**src/rtl/vga_sync_receiver.sv**
```systemverilog
// VGA timing receiver: synchronises h/v sync and colour, recovers row/column,
// measures line and frame length, and tracks lock over consecutive good frames.
module vga_sync_receiver #(
  parameter int unsigned H_START     = 144,
  parameter int unsigned H_ACTIVE    = 640,
  parameter int unsigned V_START     = 12,
  parameter int unsigned V_ACTIVE    = 480,
  parameter int unsigned LOCK_FRAMES = 2
) (
  input  logic       clock,
  input  logic       reset,
  input  logic       h_sync,
  input  logic       v_sync,
  input  logic [2:0] iRGB,
  output logic [8:0] row,
  output logic [9:0] column,
  output logic       pixel_valid,
  output logic [2:0] oRGB,
  output logic       locked,
  output logic       frame_start,
  output logic [9:0] h_total,
  output logic [9:0] v_total,
  output logic       timing_error
);

  typedef enum logic [1:0] {SEARCH, MEASURE, LOCKED} state_t;

  localparam logic [9:0] CNT_MAX  = '1;
  localparam logic [9:0] H_LO     = 10'(H_START);
  localparam logic [9:0] H_HI     = 10'(H_START + H_ACTIVE - 1);
  localparam logic [9:0] V_LO     = 10'(V_START);
  localparam logic [9:0] V_HI     = 10'(V_START + V_ACTIVE - 1);
  localparam logic [3:0] LOCK_CNT = 4'(LOCK_FRAMES);

  logic [1:0] hs_q, vs_q;
  logic       hs_hist_q, vs_hist_q;
  logic [2:0] rgb_s1_q, rgb_s2_q;
  logic       h_edge, v_edge;

  logic [9:0] h_count_q, h_count_d, v_count_q, v_count_d;
  logic [9:0] h_total_q, v_total_q, ref_line_q;
  logic [9:0] line_len, frame_len;
  logic [3:0] stable_cnt_q, stable_inc;
  logic       frame_ok_q, first_frame_q, ref_valid_q;
  logic       locked_q, terr_q, fstart_q;
  logic [2:0] orgb_q;
  logic       line_meas, line_ok, frame_good, timeout, lock_err;
  logic       win_now, win_next;
  state_t     state_q;

  function automatic logic in_window(input logic [9:0] h, input logic [9:0] v);
    return (h >= H_LO) && (h <= H_HI) && (v >= V_LO) && (v <= V_HI);
  endfunction

  always_ff @(posedge clock) begin
    if (reset) begin
      hs_q      <= '0;
      vs_q      <= '0;
      hs_hist_q <= 1'b0;
      vs_hist_q <= 1'b0;
      rgb_s1_q  <= '0;
      rgb_s2_q  <= '0;
    end else begin
      hs_q      <= {hs_q[0], h_sync};
      vs_q      <= {vs_q[0], v_sync};
      hs_hist_q <= hs_q[1];
      vs_hist_q <= vs_q[1];
      rgb_s1_q  <= iRGB;
      rgb_s2_q  <= rgb_s1_q;
    end
  end

  assign h_edge = hs_hist_q & ~hs_q[1];
  assign v_edge = vs_hist_q & ~vs_q[1];

  always_comb begin
    h_count_d = h_count_q;
    v_count_d = v_count_q;
    if (h_edge)
      h_count_d = '0;
    else if (h_count_q != CNT_MAX)
      h_count_d = h_count_q + 10'd1;
    if (v_edge)
      v_count_d = '0;
    else if (h_edge && (v_count_q != CNT_MAX))
      v_count_d = v_count_q + 10'd1;
  end

  assign win_now  = in_window(h_count_q, v_count_q);
  assign win_next = in_window(h_count_d, v_count_d);

  // locked only changes when a counter is 0 or 1023, both outside the window,
  // so gating with locked_q here equals gating with next-cycle locked.
  always_ff @(posedge clock) begin
    if (reset) begin
      h_count_q <= '0;
      v_count_q <= '0;
      orgb_q    <= '0;
    end else begin
      h_count_q <= h_count_d;
      v_count_q <= v_count_d;
      orgb_q    <= (win_next && locked_q) ? rgb_s2_q : '0;
    end
  end

  assign line_len   = h_count_q + 10'd1;
  assign frame_len  = v_count_q + 10'd1;
  assign line_meas  = h_edge && (h_count_q != CNT_MAX);
  assign line_ok    = !line_meas || !ref_valid_q || (line_len == ref_line_q);
  assign frame_good = frame_ok_q && line_ok && !first_frame_q && (frame_len == v_total_q);
  assign stable_inc = stable_cnt_q + 4'd1;
  assign timeout    = (h_count_d == CNT_MAX) || (v_count_d == CNT_MAX);
  assign lock_err   = (line_meas && (line_len != h_total_q)) ||
                      (v_edge && (frame_len != v_total_q));

  // A line ending on a v edge belongs to the frame being closed, so it is
  // length-checked before the frame verdict.
  always_ff @(posedge clock) begin
    if (reset) begin
      state_q       <= SEARCH;
      stable_cnt_q  <= '0;
      frame_ok_q    <= 1'b0;
      first_frame_q <= 1'b0;
      ref_valid_q   <= 1'b0;
      ref_line_q    <= '0;
      h_total_q     <= '0;
      v_total_q     <= '0;
      locked_q      <= 1'b0;
      terr_q        <= 1'b0;
      fstart_q      <= 1'b0;
    end else begin
      terr_q   <= 1'b0;
      fstart_q <= v_edge;
      if (line_meas) h_total_q <= line_len;
      if (v_edge)    v_total_q <= frame_len;
      unique case (state_q)
        SEARCH: begin
          locked_q <= 1'b0;
          if (v_edge) begin
            state_q       <= MEASURE;
            stable_cnt_q  <= '0;
            frame_ok_q    <= 1'b1;
            first_frame_q <= 1'b1;
            ref_valid_q   <= 1'b0;
          end
        end
        MEASURE: begin
          if (timeout) begin
            terr_q  <= 1'b1;
            state_q <= SEARCH;
          end else if (v_edge) begin
            frame_ok_q    <= 1'b1;
            first_frame_q <= 1'b0;
            ref_valid_q   <= 1'b0;
            if (!frame_good) begin
              stable_cnt_q <= '0;
            end else begin
              stable_cnt_q <= stable_inc;
              if (stable_inc >= LOCK_CNT) begin
                state_q  <= LOCKED;
                locked_q <= 1'b1;
              end
            end
          end else if (line_meas) begin
            if (!ref_valid_q) begin
              ref_line_q  <= line_len;
              ref_valid_q <= 1'b1;
            end else if (line_len != ref_line_q) begin
              frame_ok_q <= 1'b0;
            end
          end
        end
        LOCKED: begin
          if (timeout) begin
            terr_q   <= 1'b1;
            locked_q <= 1'b0;
            state_q  <= SEARCH;
          end else if (lock_err) begin
            terr_q        <= 1'b1;
            locked_q      <= 1'b0;
            state_q       <= MEASURE;
            stable_cnt_q  <= '0;
            frame_ok_q    <= v_edge;
            first_frame_q <= 1'b0;
            ref_valid_q   <= 1'b0;
          end
        end
        default: state_q <= SEARCH;
      endcase
    end
  end

  assign column       = win_now ? (h_count_q - H_LO) : '0;
  assign row          = win_now ? 9'(v_count_q - V_LO) : '0;
  assign pixel_valid  = win_now & locked_q;
  assign oRGB         = orgb_q;
  assign locked       = locked_q;
  assign frame_start  = fstart_q;
  assign h_total      = h_total_q;
  assign v_total      = v_total_q;
  assign timing_error = terr_q;

endmodule
```
**config.mk**
```make
export PLATFORM = sky130hd
export DESIGN_NAME = vga_sync_receiver
export DESIGN_NICKNAME = d
export VERILOG_FILES = /design/src/rtl/vga_sync_receiver.sv
export SDC_FILE = /design/constraint.sdc
export NUM_CORES = 1
export LEC_CHECK = 0
export BUFFER_PORTS_ARGS = -buffer_cell sky130_fd_sc_hd__buf_2
export CORE_UTILIZATION = 30
export DETAILED_ROUTE_END_ITERATION = 7
export PLACE_DENSITY_LB_ADDON = 0.25
export RECOVER_POWER = 25
export SETUP_SLACK_MARGIN = 0.05
export SYNTH_ARGS = -nofsm -noshare
export SYNTH_HDL_FRONTEND = slang
export SYNTH_SLANG_ARGS = --single-unit
export TNS_END_PERCENT = 1
```
**constraint.sdc**
```tcl
create_clock -name clock -period 6.86 [get_ports clock]
set_input_delay 1.372 -clock clock [delete_from_list [all_inputs] [get_ports clock]]
set_output_delay 1.372 -clock clock [all_outputs]
set_load 0.02 [all_outputs]
```
==> metrics <==
most common cell after layout, fill and taps aside nor2_1; Largest delay share family, worst path flip-flops; Clock Latency Late Sink 0.34 ns; final hold vios 0; cell repeated most along the worst path nand2_1; H-tree depth 3; EDFF count, synth 0; width of the die 129 um; hold_buf cts 0; Tcrit/Tclk final 0.672; I/O pins 53; post-DR wirelength/cell 15.3 um; post_cts resized 0; failing checks max-capacitance violations, max-slew violations; Worst path max stage delay 0.74 ns; Post-DP HPWL 9.12 mm; Crit path depth 11; Startpoint Class flop; # diodes 0; highest clock rate 217 MHz; WP buf/inv 3; CORE AREA 15400 um2; peak supply drop 0.119 mV; Die Area 16600 um2; global-route wire length before repair 20.9 mm; Die Height 129 um; Seq/Total Area, Yosys 0.320; mean post-synth cell area 8.10 um2; required time worst endpoint 5.49 ns; CTS Buffer Depth 2; status finished with violations; yosys warns 0; GRT overflow 0; drt via density 5.03; drt pass-1 iters 4; initial antenna violation count 0; Finished Core Util 0.353; top post-synthesis cells by area dfxtp_1, nor2_1, xnor2_1, ha_1, a21oi_1; WS Path Type reg2out; actual slew at the worst max-slew pin 2.72 ns; routability cong. 0.893; HP Class reg2reg; nets 641; Crit Path Max Fanout 18; WL final 12.7 mm; skew final 0.00569 ns; vias in the first global route 4059; pwr/cell area 201 nW/um2; Rel. slew slack -0.814; Synth Register Bits 77; Slew Limit Fails 61; Cell Rows 45; RSZ-0062 raised after global routing false; Final Power 1.09 mW; DRC viols 0; CTS clk-pin slew, worst paths 0.06 ns; Netlist Area Pre-Place 4820 um2; Via Count 4199; crit-path cells inv_1 -> ha_1 -> nand2b_1 -> nand2_1 -> nand2_1 -> a31oi_1 -> nor4_1 -> o21ai_1 -> buf_4 -> nor3_1 -> buf_2; post-synthesis instance total 595; ys async rst share 0; critical path capture point type primary output; leading area contributor after synthesis dfxtp_1; Slowest-stage cell, CP dfxtp_1; WP data arrival 3.24 ns; aggregate global-route resource usage 0.161; root buffer cell clkbuf_16; Starting DRT DRC Count 325; max cap viols 1; top-area cell type share of the netlist area 0.320; Post-Syn Nets 618; Distinct cells, synth 78; Static Leakage 2.00 nW; final setup fails 0; TritonCTS sink count 77; port buffer count 52; FF-to-FF path depth 10; CTS tree built; CTS Buf Count 9; Initial Utilization 0.312; P&R area growth vs syn 12.9%; Post-synth top flop dfxtp_1; Min Clock Period, post-route 4.61 ns; layout cells sized above 1 0.146; ANT nets after route 0; most frequent cells in the layout nor2_1, dfxtp_1, buf_2, a21oi_1, nand2_1; WHS Path Cells 1; pin count of the biggest net entering global routing 61; post-CTS repair timing setup buffer count 0; setup_tns 0 ns
-- power breakdown --
group	switching, mW	internal, mW	total, mW
Sequential	0.0149	0.464	0.479
Combinational	0.0838	0.0495	0.133
Clock	0.197	0.284	0.481
-- cell families (layout without fill, tap and decap cells) --
| group | after synthesis | after routing | share of synthesized area |
|---|---|---|---|
| flops | 77 | 77 | 0.320 |
| buf+inv | 71 | 99 | 0.0678 |
| fa+ha+maj | 16 | 16 | 0.0415 |
| xor+xnor | 54 | 54 | 0.111 |
| compound gates | 126 | 126 | 0.186 |
| mux | 7 | 7 | 0.0156 |
| simple gates | 244 | 244 | 0.258 |
-- path summary, 6_finish.rpt --
path	from	to	slack, ns
setup reg to reg	h_count_q[4]	state_q[0]	3.07
hold / removal	rgb_s2_q[2]	oRGB[2]	0.43
setup / recovery	h_count_q[4]	column[7]	2.25
hold reg to reg	rgb_s2_q[2]	oRGB[2]	0.43
-- cell usage after synthesis (3+ instances only) --
master,instances
a22oi_1,3
a311oi_1,3
buf_6,4
o21ai_0,8
inv_1,27
and2_1,4
a31o_2,3
nor3_1,17
xnor2_1,35
a211oi_1,23
nand4_1,9
nand2_1,37
nor2_1,91
clkbuf_1,18
a31oi_1,7
and4_1,4
nand2b_1,9
mux2i_1,6
nor3b_1,4
nand3_1,15
o211ai_1,5
a21oi_1,38
and3_1,4
buf_4,4
a21o_1,3
buf_1,6
or3_1,3
ha_1,16
buf_2,12
o21ai_1,3
dfxtp_1,77
xor2_1,14
nor2b_1,18
nor4_1,10
-- registers in the layout (all words and copies together) (netlist names), 2 cells and up --
register	cells
rgb_s2_q	3
vs_q	2
h_total	10
hs_q	2
state_q	2
v_total	10
ref_line_q	10
stable_cnt_q	4
v_count_q	10
h_count_q	10
rgb_s1_q	3
oRGB	3
-- layer usage --
layer | vias to the layer above | part of all wire | global-route usage
met5 | - | 0 | 0
met4 | 0 | 0.020 | 0.0657
met3 | 14 | 0.041 | 0.0341
met2 | 86 | 0.45 | 0.246
met1 | 1966 | 0.48 | 0.220
li1 | 2133 | - | -
-- worst reg2reg max path: stages (launching register included) --
cell       delay [ns]
dfxtp_1          0.74
ha_1             0.35
nand4_1          0.21
nor2_1           0.40
nand3_1          0.22
a2111oi_2        0.55
a41oi_2          0.14
and2_4           0.22
a22o_1           0.23
or4_1            0.48
a21oi_1          0.15
-- layout make-up --
class	instances	area [um2]
clock buffers	10	229
clock inverters	6	71.3
fillers	1650	9990
inverters	27	101
multi-input cells	447	2950
flip-flops and latches	77	1540
well taps	211	264
repair buffers	56	282
-- per-stage QoR --
step / cell area, um2 / cells / setup WS, ns / hold WS (ns)
final: 5440 / 834 / 2.25 / 0.429
after floorplan: 4820 / 595 / 3.29 / 0.406
after detailed placement: 5150 / 818 / 2.66 / 0.415
after CTS: 5450 / 834 / 2.26 / 0.434
after global routing: 5440 / 834 / 1.94 / 0.452
after global placement: 5150 / 818 / 2.72 / 0.422
Note: power is estimated with default switching activity, not from simulation.
